## config.mk

```make
export PLATFORM = sky130hd
export DESIGN_NAME = seq_alu
export DESIGN_NICKNAME = d
export VERILOG_FILES = /design/src/rtl/seq_alu.sv
export SDC_FILE = /design/constraint.sdc
export NUM_CORES = 1
export LEC_CHECK = 0
export CAP_MARGIN = 20
export CORE_ASPECT_RATIO = 1.2
export CORE_MARGIN = 2
export CORE_UTILIZATION = 48
export DETAILED_ROUTE_END_ITERATION = 10
export PLACE_DENSITY = 0.77
export RECOVER_POWER = 50
export SLEW_MARGIN = 15
export SYNTH_ARGS = -nofsm -noshare
export SYNTH_HDL_FRONTEND = slang
export SYNTH_SLANG_ARGS = --single-unit
```

## constraint.sdc

```tcl
create_clock -name clk -period 3.9 [get_ports clk]
set_clock_uncertainty 0.1 [all_clocks]
set_input_delay 1.17 -clock clk [delete_from_list [all_inputs] [get_ports clk]]
set_output_delay 1.17 -clock clk [all_outputs]
set_load 0.1 [all_outputs]
```

## src/rtl/seq_alu.sv

```systemverilog
// Sequential ALU: one operation per request; SHR shifts one bit per cycle.
// Latency: 1 cycle for all ops except SHR with shamt=k>0, which takes k+1 cycles.
// Backpressure: in_ready only while idle; the result is held in DONE until out_ready.
module seq_alu #(
  parameter int WIDTH = 16,
  parameter int SHW   = $clog2(WIDTH)
) (
  input  logic             clk,
  input  logic             rst,
  input  logic             in_valid,
  output logic             in_ready,
  input  logic [3:0]       opcode,
  input  logic [2:0]       mask,
  input  logic [SHW-1:0]   shamt,
  input  logic [WIDTH-1:0] a_in,
  input  logic [WIDTH-1:0] b_in,
  input  logic             z_in,
  input  logic             n_in,
  input  logic             c_in,
  output logic             out_valid,
  input  logic             out_ready,
  output logic [WIDTH-1:0] a_out,
  output logic [WIDTH-1:0] b_out,
  output logic             z_out,
  output logic             n_out,
  output logic             c_out
);

  typedef enum logic [1:0] {
    IDLE  = 2'd0,
    SHIFT = 2'd1,
    DONE  = 2'd2
  } state_t;

  localparam logic [3:0] OP_ADD  = 4'b0100;
  localparam logic [3:0] OP_SUB  = 4'b0101;
  localparam logic [3:0] OP_OR   = 4'b0110;
  localparam logic [3:0] OP_AND  = 4'b0111;
  localparam logic [3:0] OP_XOR  = 4'b1000;
  localparam logic [3:0] OP_SHR  = 4'b1001;
  localparam logic [3:0] OP_MOV  = 4'b1010;
  localparam logic [3:0] OP_EXCH = 4'b1011;
  localparam logic [3:0] OP_CMP  = 4'b1100;
  localparam logic [3:0] OP_SET  = 4'b1101;
  localparam logic [3:0] OP_CLR  = 4'b1110;

  state_t           state_q, state_d;
  logic [WIDTH-1:0] a_q, a_d;
  logic [WIDTH-1:0] b_q, b_d;
  logic             z_q, z_d;
  logic             n_q, n_d;
  logic             c_q, c_d;
  logic [SHW-1:0]   cnt_q, cnt_d;

  // single-cycle ALU result, computed straight from the request inputs
  logic [WIDTH:0]   sum_ext;
  logic [WIDTH:0]   dif_ext;
  logic [WIDTH-1:0] arith;
  logic             upd_zn;
  logic [WIDTH-1:0] alu_a;
  logic [WIDTH-1:0] alu_b;
  logic             alu_z;
  logic             alu_n;
  logic             alu_c;

  logic             accept;
  logic             shr_multi;

  assign in_ready  = (state_q == IDLE);
  assign out_valid = (state_q == DONE);
  assign a_out     = a_q;
  assign b_out     = b_q;
  assign z_out     = z_q;
  assign n_out     = n_q;
  assign c_out     = c_q;

  assign accept    = in_valid & in_ready;
  // SHR with a zero count behaves like a pass-through and finishes in one cycle
  assign shr_multi = (opcode == OP_SHR) && (shamt != '0);

  // combinational ALU for every opcode that completes in a single cycle
  always_comb begin
    alu_a   = a_in;
    alu_b   = b_in;
    alu_z   = z_in;
    alu_n   = n_in;
    alu_c   = c_in;
    arith   = '0;
    upd_zn  = 1'b0;
    sum_ext = {1'b0, a_in} + {1'b0, b_in};
    dif_ext = {1'b0, a_in} - {1'b0, b_in};
    case (opcode)
      OP_ADD: begin
        arith  = sum_ext[WIDTH-1:0];
        alu_a  = arith;
        alu_c  = sum_ext[WIDTH];
        upd_zn = 1'b1;
      end
      OP_SUB: begin
        arith  = dif_ext[WIDTH-1:0];
        alu_a  = arith;
        alu_c  = dif_ext[WIDTH];   // borrow: set when a_in < b_in
        upd_zn = 1'b1;
      end
      OP_CMP: begin
        arith  = dif_ext[WIDTH-1:0];  // difference only feeds the flags
        alu_c  = dif_ext[WIDTH];
        upd_zn = 1'b1;
      end
      OP_OR: begin
        arith  = a_in | b_in;
        alu_a  = arith;
        upd_zn = 1'b1;
      end
      OP_AND: begin
        arith  = a_in & b_in;
        alu_a  = arith;
        upd_zn = 1'b1;
      end
      OP_XOR: begin
        arith  = a_in ^ b_in;
        alu_a  = arith;
        upd_zn = 1'b1;
      end
      OP_MOV: begin
        alu_b = a_in;
      end
      OP_EXCH: begin
        alu_a = b_in;
        alu_b = a_in;
      end
      OP_SET: begin
        alu_z = z_in | mask[2];
        alu_n = n_in | mask[1];
        alu_c = c_in | mask[0];
      end
      OP_CLR: begin
        alu_z = z_in & ~mask[2];
        alu_n = n_in & ~mask[1];
        alu_c = c_in & ~mask[0];
      end
      default: begin
        // PASS, and SHR by zero: defaults already mirror the inputs
      end
    endcase
    if (upd_zn) begin
      alu_z = (arith == '0);
      alu_n = arith[WIDTH-1];
    end
  end

  // next-state and datapath update for the IDLE/SHIFT/DONE sequencer
  always_comb begin
    state_d = state_q;
    a_d     = a_q;
    b_d     = b_q;
    z_d     = z_q;
    n_d     = n_q;
    c_d     = c_q;
    cnt_d   = cnt_q;
    case (state_q)
      IDLE: begin
        if (accept) begin
          if (shr_multi) begin
            // capture operands; the shifter works on the held copy from here on
            state_d = SHIFT;
            a_d     = a_in;
            b_d     = b_in;
            z_d     = z_in;
            n_d     = n_in;
            c_d     = c_in;
            cnt_d   = shamt;
          end else begin
            state_d = DONE;
            a_d     = alu_a;
            b_d     = alu_b;
            z_d     = alu_z;
            n_d     = alu_n;
            c_d     = alu_c;
          end
        end
      end
      SHIFT: begin
        // one logical right shift per cycle; carry keeps the bit last shifted out
        a_d   = a_q >> 1;
        c_d   = a_q[0];
        cnt_d = cnt_q - 1'b1;
        if (cnt_q == SHW'(1)) begin
          state_d = DONE;
        end
      end
      DONE: begin
        if (out_ready) begin
          state_d = IDLE;
        end
      end
      default: begin
        state_d = IDLE;
      end
    endcase
  end

  // state register; reset wins over any accept or handshake on the same edge
  always_ff @(posedge clk) begin
    if (rst) begin
      state_q <= IDLE;
      a_q     <= '0;
      b_q     <= '0;
      z_q     <= 1'b0;
      n_q     <= 1'b0;
      c_q     <= 1'b0;
      cnt_q   <= '0;
    end else begin
      state_q <= state_d;
      a_q     <= a_d;
      b_q     <= b_d;
      z_q     <= z_d;
      n_q     <= n_d;
      c_q     <= c_d;
      cnt_q   <= cnt_d;
    end
  end

endmodule

```

==> metrics.md, run 1 <==
| Metric | Value |
|---|---|
| Vias in the first global route | 6131 |
| Post-layout util | 73.70% |
| Main synth FF type | dfxtp_1 |
| Routed WL per cell | 20.35 µm |
| FF+latch count, synth | 41 |
| TritonCTS clock tree | yes |
| CTS sink count | 41 |
| # placed instances | 997 |
| Chip height | 113.7 µm |
| Period minus WS final | 3836 ps |
| Worst-Skew Late Latency | 290 ps |
| Antenna Nets Post-Route | 0 |
| Pwr Density | 298.9 nW/µm² |
| CP max stage cell | clkdlybuf4s50_1 |
| Clock root buffer master | clkbuf_16 |
| Hold_buf cts | 0 |
| CP Max Fanout | 3 |
| Initial Utilization | 48.60% |
| Setup violators final | 0 |
| Ratio of cells with drive above 1 in the final layout | 30.20% |
| # IOs | 87 |
| Leak | 3.176 nW |
| Overall power | 0.002183 W |
| Num CTS Buffers | 5 |
| Worst EP arrival | 3900 ps |
| MaxCap Viol Count | 0 |
| Drt pass-1 iters | 6 |
| GP Congestion | 0.9499 |
| Final antenna diode count | 0 |
| Post-synth ARST share | 0% |
| Mean number of vias per cell | 6.235 |
| Worst-path cell chain | clkdlybuf4s50_1 -> inv_1 -> ha_4 -> or3_4 -> or2_0 -> o221a_2 -> buf_4 -> a211o_4 -> a221o_1 -> o221ai_2 -> a21oi_1 |
| Mapped Cells | 660 |
| Fill count | 763 |
| Netlist Area Pre-Place | 4816 µm² |
| FF-to-FF setup slack | 1590 ps |
| Iter 0 DRT Violations | 617 |
| CP max stage delay | 480 ps |
| Post-synthesis net count | 764 |
| Die area | 10850 µm² |
| Peak VDD IR | 192.2 µV |
| Core ar. | 9910 µm² |
| Worst-Margin Slew | 1193 ps |
| Worst hold path type | flop to flop |
| Remaining DRCs | 0 |
| Syn-to-layout area delta | 51.65% |
| CP required | 3960 ps |
| Congestion Overflow GR | 0 |
| Port Buffers | 86 |
| Final Hold Viols | 0 |
| Final wirelength | 20550 µm |
| Initial antenna violation count | 0 |
| F_max | 260.7 MHz |
| Endpoint class of the critical path | flop |
| Sequential share of the synthesized area | 17.04% |
| Vias | 6297 |
| Htree depth | 2 |
| Worst setup SP type | input port |
| Outcome | finished, final reports clean |
| Synth unique cells | 74 |
| Sum Neg Setup Slack | 0 ps |
| RSZ-0062 raised after global routing | yes |
| Post-synth EDFFs | 0 |
| Number of synthesis warnings | 0 |
| Die W | 95.44 µm |
| Largest net degree at the start of global routing | 47 |
| Crit path kind | input port to flop |
| Deepest clock path buffer count | 2 |
| GR Util All Layers | 37.40% |
| Period utilisation layout | 98.35% |
| NumNets Final | 987 |
| First-pass GRT wire length | 31470 µm |
| Max-slew violations | 0 |
| Row count | 40 |
| Rel. slew slack | 20.81% |
| CTS clk-pin slew, worst paths | 60 ps |
| Synthesized area per cell | 7.297 µm² |
| HPWL after detailed placement | 15380 µm |
| Finished Layout Cells | 1010 |
through the flow:
step                      instance area [µm²]  hold WS [ps]  setup slack [ps]
after detailed placement                 6845         352.3            -720.9
after global placement                   6845         348.8            -693.7
final                                    7303         350.1             64.34
after global routing                     7303         381.9            -71.28
after CTS                                7373         357.5            0.5649
after floorplan                          4816         389.0             114.1
routing by layer:
| metal | global-route usage (%) | part of all wire, % | wire length [µm] | vias to the layer above |
|---|---|---|---|---|
| met5 | 0 | 0 | 0 | - |
| met4 | 15.90 | 4.3 | 882 | 0 |
| met3 | 5.152 | 8.0 | 1649 | 76 |
| met2 | 64.41 | 48 | 9861 | 343 |
| met1 | 46.15 | 40 | 8157 | 2970 |
| li1 | - | - | - | 2908 |
path summary, 6_finish.rpt:
kind,endpoint,from,cells after the start
max,n_out$_SDFFE_PP0P_,b_in[12],11
min reg2reg,n_out$_SDFFE_PP0P_,n_out$_SDFFE_PP0P_,2
max reg2reg,z_out$_SDFFE_PP0P_,state_q[1]$_SDFFE_PP0P_,9
min,n_out$_SDFFE_PP0P_,n_out$_SDFFE_PP0P_,2
Yosys cell counts (4+ instances only):
cell type	n	area, µm²
buf_1	5	18.77
o221ai_1	5	43.79
o211ai_1	4	30.03
nor4_1	8	50.05
nor2_1	65	244.0
o22ai_1	4	25.02
o21ai_0	23	115.1
xnor2_1	8	70.07
buf_2	6	30.03
nor3b_1	6	45.04
nor3_1	20	100.1
dfxtp_1	41	820.8
o31ai_1	4	30.03
xor2_1	7	61.31
nand2b_1	14	87.58
nand2_1	55	206.5
a21oi_1	46	230.2
a221oi_1	22	192.7
clkbuf_1	33	123.9
a311oi_1	18	157.7
inv_1	46	172.7
nor4b_1	6	52.55
a21o_1	6	45.04
a222oi_1	4	40.04
nand3_1	23	115.1
or3_1	8	50.05
nor2b_1	12	75.07
o21bai_1	4	30.03
a31oi_1	7	43.79
a22oi_1	16	120.1
a211oi_1	11	82.58
ha_1	52	650.6
nand4_1	7	43.79
state kept, by name, indices dropped and copies added (netlist names):
register,count
z_out,1
a_out,16
state_q,2
c_out,1
b_out,16
cnt_q,4
n_out,1
logic make-up after synthesis:
kind of cell,after synthesis,share of synthesized area (%)
DFF,41,17.04
buffers and inverters,93,7.638
AOI/OAI and AO/OA,217,33.41
xor gates and xnor gates,15,2.728
and+or+nand+nor,240,24.84
adders and majority gates,54,14.34
final cells by class:
type | instances | area (µm²) | share of cell area, %
clock buffers | 5 | 125.1 | 1.713
inverters | 47 | 178.9 | 2.450
multi-input cells | 526 | 3995 | 54.70
flip-flops and latches | 41 | 820.8 | 11.24
repair buffers | 262 | 1957 | 26.79
well taps | 126 | 157.7 | 2.159
clock inverters | 3 | 68.82 | 0.9423
layout by cell type, fill, tap and decap left out, drive strengths merged, types with 20 or more instances in the layout:
cell type | Yosys | routed
a21oi | 47 | 47
a221oi | 22 | 22
buf | 13 | 179
clkbuf | 33 | 42
clkdlybuf4s50 | 0 | 26
dfxtp | 41 | 41
ha | 52 | 52
inv | 47 | 48
nand2 | 55 | 55
nand3 | 23 | 23
nor2 | 65 | 65
nor3 | 20 | 20
o21ai | 27 | 27
where the power goes:
group / internal, W / switching [W] / total, W
Sequential: 0.000453 / 0.0000266 / 0.000480
Clock: 0.000370 / 0.000192 / 0.000561
Combinational: 0.000427 / 0.000714 / 0.00114
worst max-delay path, delay by kind of cell:
| kind | cells | cell delay (ps) |
|---|---|---|
| AO/OA/AOI/OAI | 5 | 1180 |
| buffers and inverters | 3 | 710 |
| AND/OR/NAND/NOR | 2 | 600 |
| adder cells (fa/ha/maj) | 1 | 220 |
what timing repair did:
item	CTS	global route
hold endpoints to repair	0	0
endpoints found under the setup margin	12	8
pin swaps	28	13
setup buffers	5	1
gates resized for setup	100	20
Power figures use the tool's default switching activity.
==> inputs of run 2 (changes only) <==
--- a/config.mk
+++ b/config.mk
@@ -7,7 +7,7 @@
 export LEC_CHECK = 0
 export CAP_MARGIN = 20
 export CORE_ASPECT_RATIO = 1.2
-export CORE_MARGIN = 2
+export CORE_MARGIN = 3
 export CORE_UTILIZATION = 48
 export DETAILED_ROUTE_END_ITERATION = 10
 export PLACE_DENSITY = 0.77
==> metrics.md, run 2 (same netlist as run 1, synthesis figures left out) <==
| Metric | Value |
|---|---|
| Chip height | 115.7 µm (+1.8%) |
| Ratio of cells with drive above 1 in the final layout | 31.69% (+1.5 points) |
| Num CTS Buffers | 5 (unchanged) |
| Remaining DRCs | 0 (unchanged) |
| Period minus WS final | 3838 ps (+2.690 ps) |
| Pre-CTS setup slack | -714.6 ps (+6.385 ps) |
| GR Util All Layers | 35.23% (-2.2 points) |
| CTS sink count | 41 (unchanged) |
| RSZ-0062 raised after global routing | yes |
| Commonest cells after routing, fill and taps aside | 180 x buf_4, 64 x nor2_1, 55 x nand2_1 |
| GP Congestion | 0.9640 (+1.5%) |
| Commonest non-fill, non-tap cell in the layout | buf_4 |
| Reg-to-reg startpoint | state_q[1]$_SDFFE_PP0P_ |
| Htree depth | 2 (unchanged) |
| Peak VDD IR | 242.8 µV (+26%) |
| CP required | 4010 ps (+50 ps) |
| Reg2reg path depth | 9 (unchanged) |
| CTS clk-pin slew, worst paths | 70 ps (about the same) |
| Finished Layout Cells | 1016 (+0.59%) |
| Worst hold margin | 397.0 ps (+46.91 ps) |
| Drt pass-1 iters | 8 (+2) |
| Worst setup SP type | input port |
| Overall power | 0.002219 W (+1.7%) |
| Worst Hold Endpoint | b_out[6]$_SDFFE_PP0P_ |
| Final wirelength | 20780 µm (+1.1%) |
| Setup violators final | 0 (unchanged) |
| Iter 0 DRT Violations | 517 (-16%) |
| Endpoint class of the critical path | flop |
| Worst-Margin Slew | 1200 ps (+7.382 ps) |
| Syn-to-layout area delta | 53.47% |
| FF-to-FF setup slack | 1630 ps (+40 ps) |
| # placed instances | 992 (-0.50%) |
| Row count | 39 (-2.5%) |
| Max-slew violations | 0 (unchanged) |
| Leak | 3.224 nW (+1.5%) |
| Critical path startpoint | opcode[0] |
| HPWL after detailed placement | 15610 µm (+1.5%) |
| Vias in the first global route | 6283 (+2.5%) |
| Mean number of vias per cell | 6.333 (+1.6%) |
| Final antenna diode count | 0 (unchanged) |
| Deepest clock path buffer count | 2 (unchanged) |
| NumNets Final | 996 (+0.91%) |
| Initial Utilization | 49.84% (+1.2 points) |
| HP Start | b_out[6]$_SDFFE_PP0P_ |
| Largest net degree at the start of global routing | 47 (unchanged) |
| Period utilisation layout | 98.42% (about the same) |
| R2R Path End | z_out$_SDFFE_PP0P_ |
| Clock root buffer master | clkbuf_16 |
| Rel. slew slack | 20.32% (-0.49 points) |
| Vias | 6434 (+2.2%) |
| Initial antenna violation count | 0 (unchanged) |
| Congestion Overflow GR | 0 (unchanged) |
| Port Buffers | 86 (unchanged) |
| Antenna Nets Post-Route | 0 (unchanged) |
| WHS Path Cells | 2 (unchanged) |
| CP Max Fanout | 8 (+5) |
| Die area | 11280 µm² (+3.9%) |
| F_max | 260.5 MHz (about the same) |
| # IOs | 87 (unchanged) |
| Crit path kind | input port to flop |
| Final Worst Setup Slack | 61.65 ps (-2.690 ps) |
| Core ar. | 9662 µm² (-2.5%) |
| Worst hold path type | flop to flop |
| Sum Neg Setup Slack | 0 ps (unchanged) |
| Worst EP arrival | 3950 ps (+50 ps) |
| Die W | 97.44 µm (+2.1%) |
| First-pass GRT wire length | 32130 µm (+2.1%) |
| TritonCTS clock tree | yes |
| Final Hold Viols | 0 (unchanged) |
| MaxCap Viol Count | 0 (unchanged) |
| Worst-Skew Late Latency | 290 ps (about the same) |
| Routed WL per cell | 20.45 µm (+0.50%) |
| Pwr Density | 300.3 nW/µm² (+0.47%) |
| Outcome | finished, final reports clean |
[run 2: how the worst max path moves through the flow]
| stage | to | slack [ps] |
|---|---|---|
| finish | z_out$_SDFFE_PP0P_ | 60 |
| global route | z_out$_SDFFE_PP0P_ | -60 |
| CTS | z_out$_SDFFE_PP0P_ | 3 |
| detailed placement | z_out$_SDFFE_PP0P_ | -710 |
| global placement | a_out[12]$_SDFFE_PP0P_ | -610 |
| floorplan | a_out[12]$_SDFFE_PP0P_ | 110 |
[run 2: final cells by class]
class / instances / area (µm²)
tap: 123 / 153.9
sequential: 41 / 820.8
clock buffer: 5 / 125.1
clock inverter: 3 / 68.82
inverter: 47 / 178.9
multi-input combinational: 526 / 4031
fill: 746 / 2271
timing repair buffer: 271 / 2012
[run 2: critical path, stage by stage]
cell and delay [ps]:
dlygate4sd3_1 650, and4b_1 350, buf_4 200, a221oi_1 380
o31ai_2 190, a211oi_2 290, nand4_1 180, nor4_2 190
nand4_1 150, o31ai_2 190
[run 2: per-stage QoR]
step	util (%)	cell area, µm²
after floorplan	-	4816
after global routing	76.50	7391
final	76.50	7391
after CTS	76.61	7402
after detailed placement	70.78	6839
after global placement	70.78	6839
[run 2: what timing repair did]
item	CTS	global route
hold buffers	0	0
setup buffers	12	6
pin swaps	25	25
gates resized for setup	105	44
endpoints found under the setup margin	14	9
[run 2: where the power goes]
group	switching, W	internal, W	leakage (nW)
clock network	0.000186	0.000369	0.0944
registers	0.0000268	0.000453	0.338
logic	0.000732	0.000452	2.79
[run 2: per-layer routing]
layer	up-vias	wire (µm)	global-route usage (%)
li1	2933	-	-
met2	387	9841	60.68
met4	0	841	15.88
met5	-	0	0
met1	3043	8103	44.45
met3	71	1988	4.154
==> inputs of run 3 (changes only) <==
--- a/config.mk
+++ b/config.mk
@@ -10,9 +10,10 @@
 export CORE_MARGIN = 3
 export CORE_UTILIZATION = 48
 export DETAILED_ROUTE_END_ITERATION = 10
-export PLACE_DENSITY = 0.77
+export PLACE_DENSITY = 0.74
 export RECOVER_POWER = 50
 export SLEW_MARGIN = 15
 export SYNTH_ARGS = -nofsm -noshare
 export SYNTH_HDL_FRONTEND = slang
 export SYNTH_SLANG_ARGS = --single-unit
+export TNS_END_PERCENT = 30
==> constraint.sdc (replaced) <==
create_clock -name clk -period 3.8 [get_ports clk]
set_clock_uncertainty 0.1 [all_clocks]
set_input_delay 1.14 -clock clk [delete_from_list [all_inputs] [get_ports clk]]
set_output_delay 1.14 -clock clk [all_outputs]
set_load 0.1 [all_outputs]
==> metrics.md, run 3 (same netlist as run 1, synthesis figures left out) <==
| Metric | Value |
|---|---|
| Outcome | finished, final reports clean |
| Final Hold Viols | 0 (unchanged) |
| Die area | 11280 µm² (unchanged) |
| Antenna Nets Post-Route | 0 (unchanged) |
| Max-slew violations | 0 (unchanged) |
| Iter 0 DRT Violations | 733 (+42%) |
| RSZ-0062 raised after global routing | yes |
| Initial antenna violation count | 0 (unchanged) |
| Pwr Density | 302.9 nW/µm² (+0.86%) |
| Setup violators final | 0 (unchanged) |
| Metal3 WL | 2260 µm (+14%) |
| Period utilisation layout | 99.31% |
| First-pass GRT wire length | 32790 µm (+2.1%) |
| Rel. slew slack | 20.93% (+0.61 points) |
| HPWL after detailed placement | 15420 µm (-1.2%) |
| M1 WL | 8462 µm (+4.4%) |
| Commonest non-fill, non-tap cell in the layout | buf_4 |
| Clock root buffer master | clkbuf_16 |
| Num CTS Buffers | 5 (unchanged) |
| Worst-Margin Slew | 1191 ps (-9.153 ps) |
| Leak | 3.462 nW (+7.4%) |
| Vias | 6803 (+5.7%) |
| Power share of the clock group | 24.5% (-0.5 points) |
| Endpoint class of the critical path | flop |
| Register area | 820.8 µm² (unchanged) |
| Switch share | 43.30% (+0.72 points) |
| Area of the multi-input gates | 4199 µm² (+4.2%) |
| # IOs | 87 (unchanged) |
| Worst hold path type | flop to flop |
| GP Congestion | 0.9851 (+2.2%) |
| Deepest clock path buffer count | 2 (unchanged) |
| Congestion Overflow GR | 0 (unchanged) |
| Reg power frac | 20.9% (-0.7 points) |
| Ratio of cells with drive above 1 in the final layout | 35.30% (+3.6 points) |
| Internal power | 0.001338 W (+5.0%) |
| Routed WL per cell | 21.69 µm (+6.1%) |
| Peak VDD IR | 209.0 µV (-14%) |
| F_max | 265.0 MHz |
| Crit path kind | input port to flop |
| Cell Area, Placed | 6892 µm² (+0.77%) |
| Remaining DRCs | 0 (unchanged) |
| Final instance area | 7791 µm² (+5.4%) |
| # placed instances | 999 (+0.71%) |
| GR Util All Layers | 35.96% (+0.73 points) |
| MaxCap Viol Count | 0 (unchanged) |
| Vias in the first global route | 6415 (+2.1%) |
| Worst-Skew Late Latency | 290 ps (about the same) |
| Syn-to-layout area delta | 61.78% |
| TritonCTS clock tree | yes |
| Net Switching | 0.001022 W (+8.1%) |
| Fill count | 661 (-11%) |
| NumNets Final | 1018 (+2.2%) |
| Finished Layout Cells | 1038 (+2.2%) |
| Worst setup SP type | input port |
| Largest net degree at the start of global routing | 47 (unchanged) |
| Drt pass-1 iters | 7 (-1) |
| DR top layer | met4 |
| CP Max Fanout | 5 (-3) |
| Worst EP arrival | 3880 ps (-70 ps) |
| Metal2 WL | 10370 µm (+5.4%) |
| Chip height | 115.7 µm (unchanged) |
| Combinational power share | 54.6% (+1.2 points) |
| Initial Utilization | 49.84% (unchanged) |
| Mean number of vias per cell | 6.554 (+3.5%) |
| Hold_buf cts | 0 (unchanged) |
| Htree depth | 2 (unchanged) |
| Final antenna diode count | 0 (unchanged) |
| CTS clk-pin slew, worst paths | 70 ps (about the same) |
| Final wirelength | 22520 µm (+8.4%) |
| Post-layout util | 80.64% (+4.1 points) |
| Die W | 97.44 µm (unchanged) |
| CTS sink count | 41 (unchanged) |
| Row count | 39 (unchanged) |
| Overall power | 0.002360 W (+6.3%) |
| CP required | 3910 ps (-100 ps) |
| Port Buffers | 86 (unchanged) |
| Commonest cells after routing, fill and taps aside | 198 x buf_4, 63 x nor2_1, 55 x nand2_1 |
| Period minus WS final | 3774 ps |
| Core ar. | 9662 µm² (unchanged) |
-- run 3: cell types whose count changed in the layout (fill, tap and decap cells not counted), sizes merged --
cell,change
clkbuf,-4
dlymetal6s2s,+10
clkdlybuf4s15,-2
buf,+26
clkdlybuf4s50,+2
dlygate4sd2,-9
dlygate4sd3,-1
-- run 3: routing by layer --
metal | track usage, % | vias to the layer above
met5 | 0 | -
met4 | 18.01 | 0
met3 | 5.659 | 149
met2 | 61.18 | 512
met1 | 44.40 | 3166
li1 | - | 2976
-- run 3: final timing paths --
path                                               to                    start  cells after the start  slack, ps
worst min-delay path            b_out[5]$_SDFFE_PP0P_    b_out[5]$_SDFFE_PP0P_                      2        400
worst min register to register  b_out[5]$_SDFFE_PP0P_    b_out[5]$_SDFFE_PP0P_                      2        400
worst max-delay path               n_out$_SDFFE_PP0P_                  a_in[4]                     16         30
worst max register to register     z_out$_SDFFE_PP0P_  state_q[1]$_SDFFE_PP0P_                      9       1440
-- run 3: timing repair --
item	CTS	global route
setup buffers	17	18
gates resized for setup	112	71
endpoints found under the setup margin	14	10
endpoints found under the hold margin	0	0
pin swaps	29	51
-- run 3: critical path, cell delays in order --
cell	delay [ps]
buf_2	90
inv_2	40
ha_4	250
buf_4	110
buf_6	120
nand4_1	150
buf_4	180
a211oi_4	210
buf_4	170
nor3_4	50
o41ai_4	440
a31oi_1	160
xor2_1	180
o21ai_2	240
o221ai_2	140
a21oi_1	190
-- run 3: area by class of cell --
| type | count | share of cell area (%) |
|---|---|---|
| sequential | 41 | 10.53 |
| clock buffer | 5 | 1.606 |
| timing repair buffer | 293 | 28.81 |
| clock inverter | 3 | 0.8833 |
| inverter | 47 | 2.296 |
| tap | 123 | 1.975 |
| multi-input combinational | 526 | 53.89 |
-- run 3: power by group through the flow --
stage	registers [W]	clock network (W)	logic, W
CTS	0.000492	0.000574	0.00119
detailed placement	0.000501	0	0.00111
floorplan	0.000729	0	0.000440
global placement	0.000499	0	0.00109
global route	0.000495	0.000589	0.00134
finish	0.000493	0.000579	0.00129
-- run 3: per-stage QoR --
step,hold slack [ps],setup TNS [ps],worst slack [ps]
2_1_floorplan,389.0,0,44.10
3_3_place_gp,359.7,-7812,-727.0
3_5_place_dp,374.9,-8619,-875.9
4_1_cts,399.1,-52.73,-52.73
5_1_grt,413.5,-120.8,-40.59
6_report,399.7,0,26.04
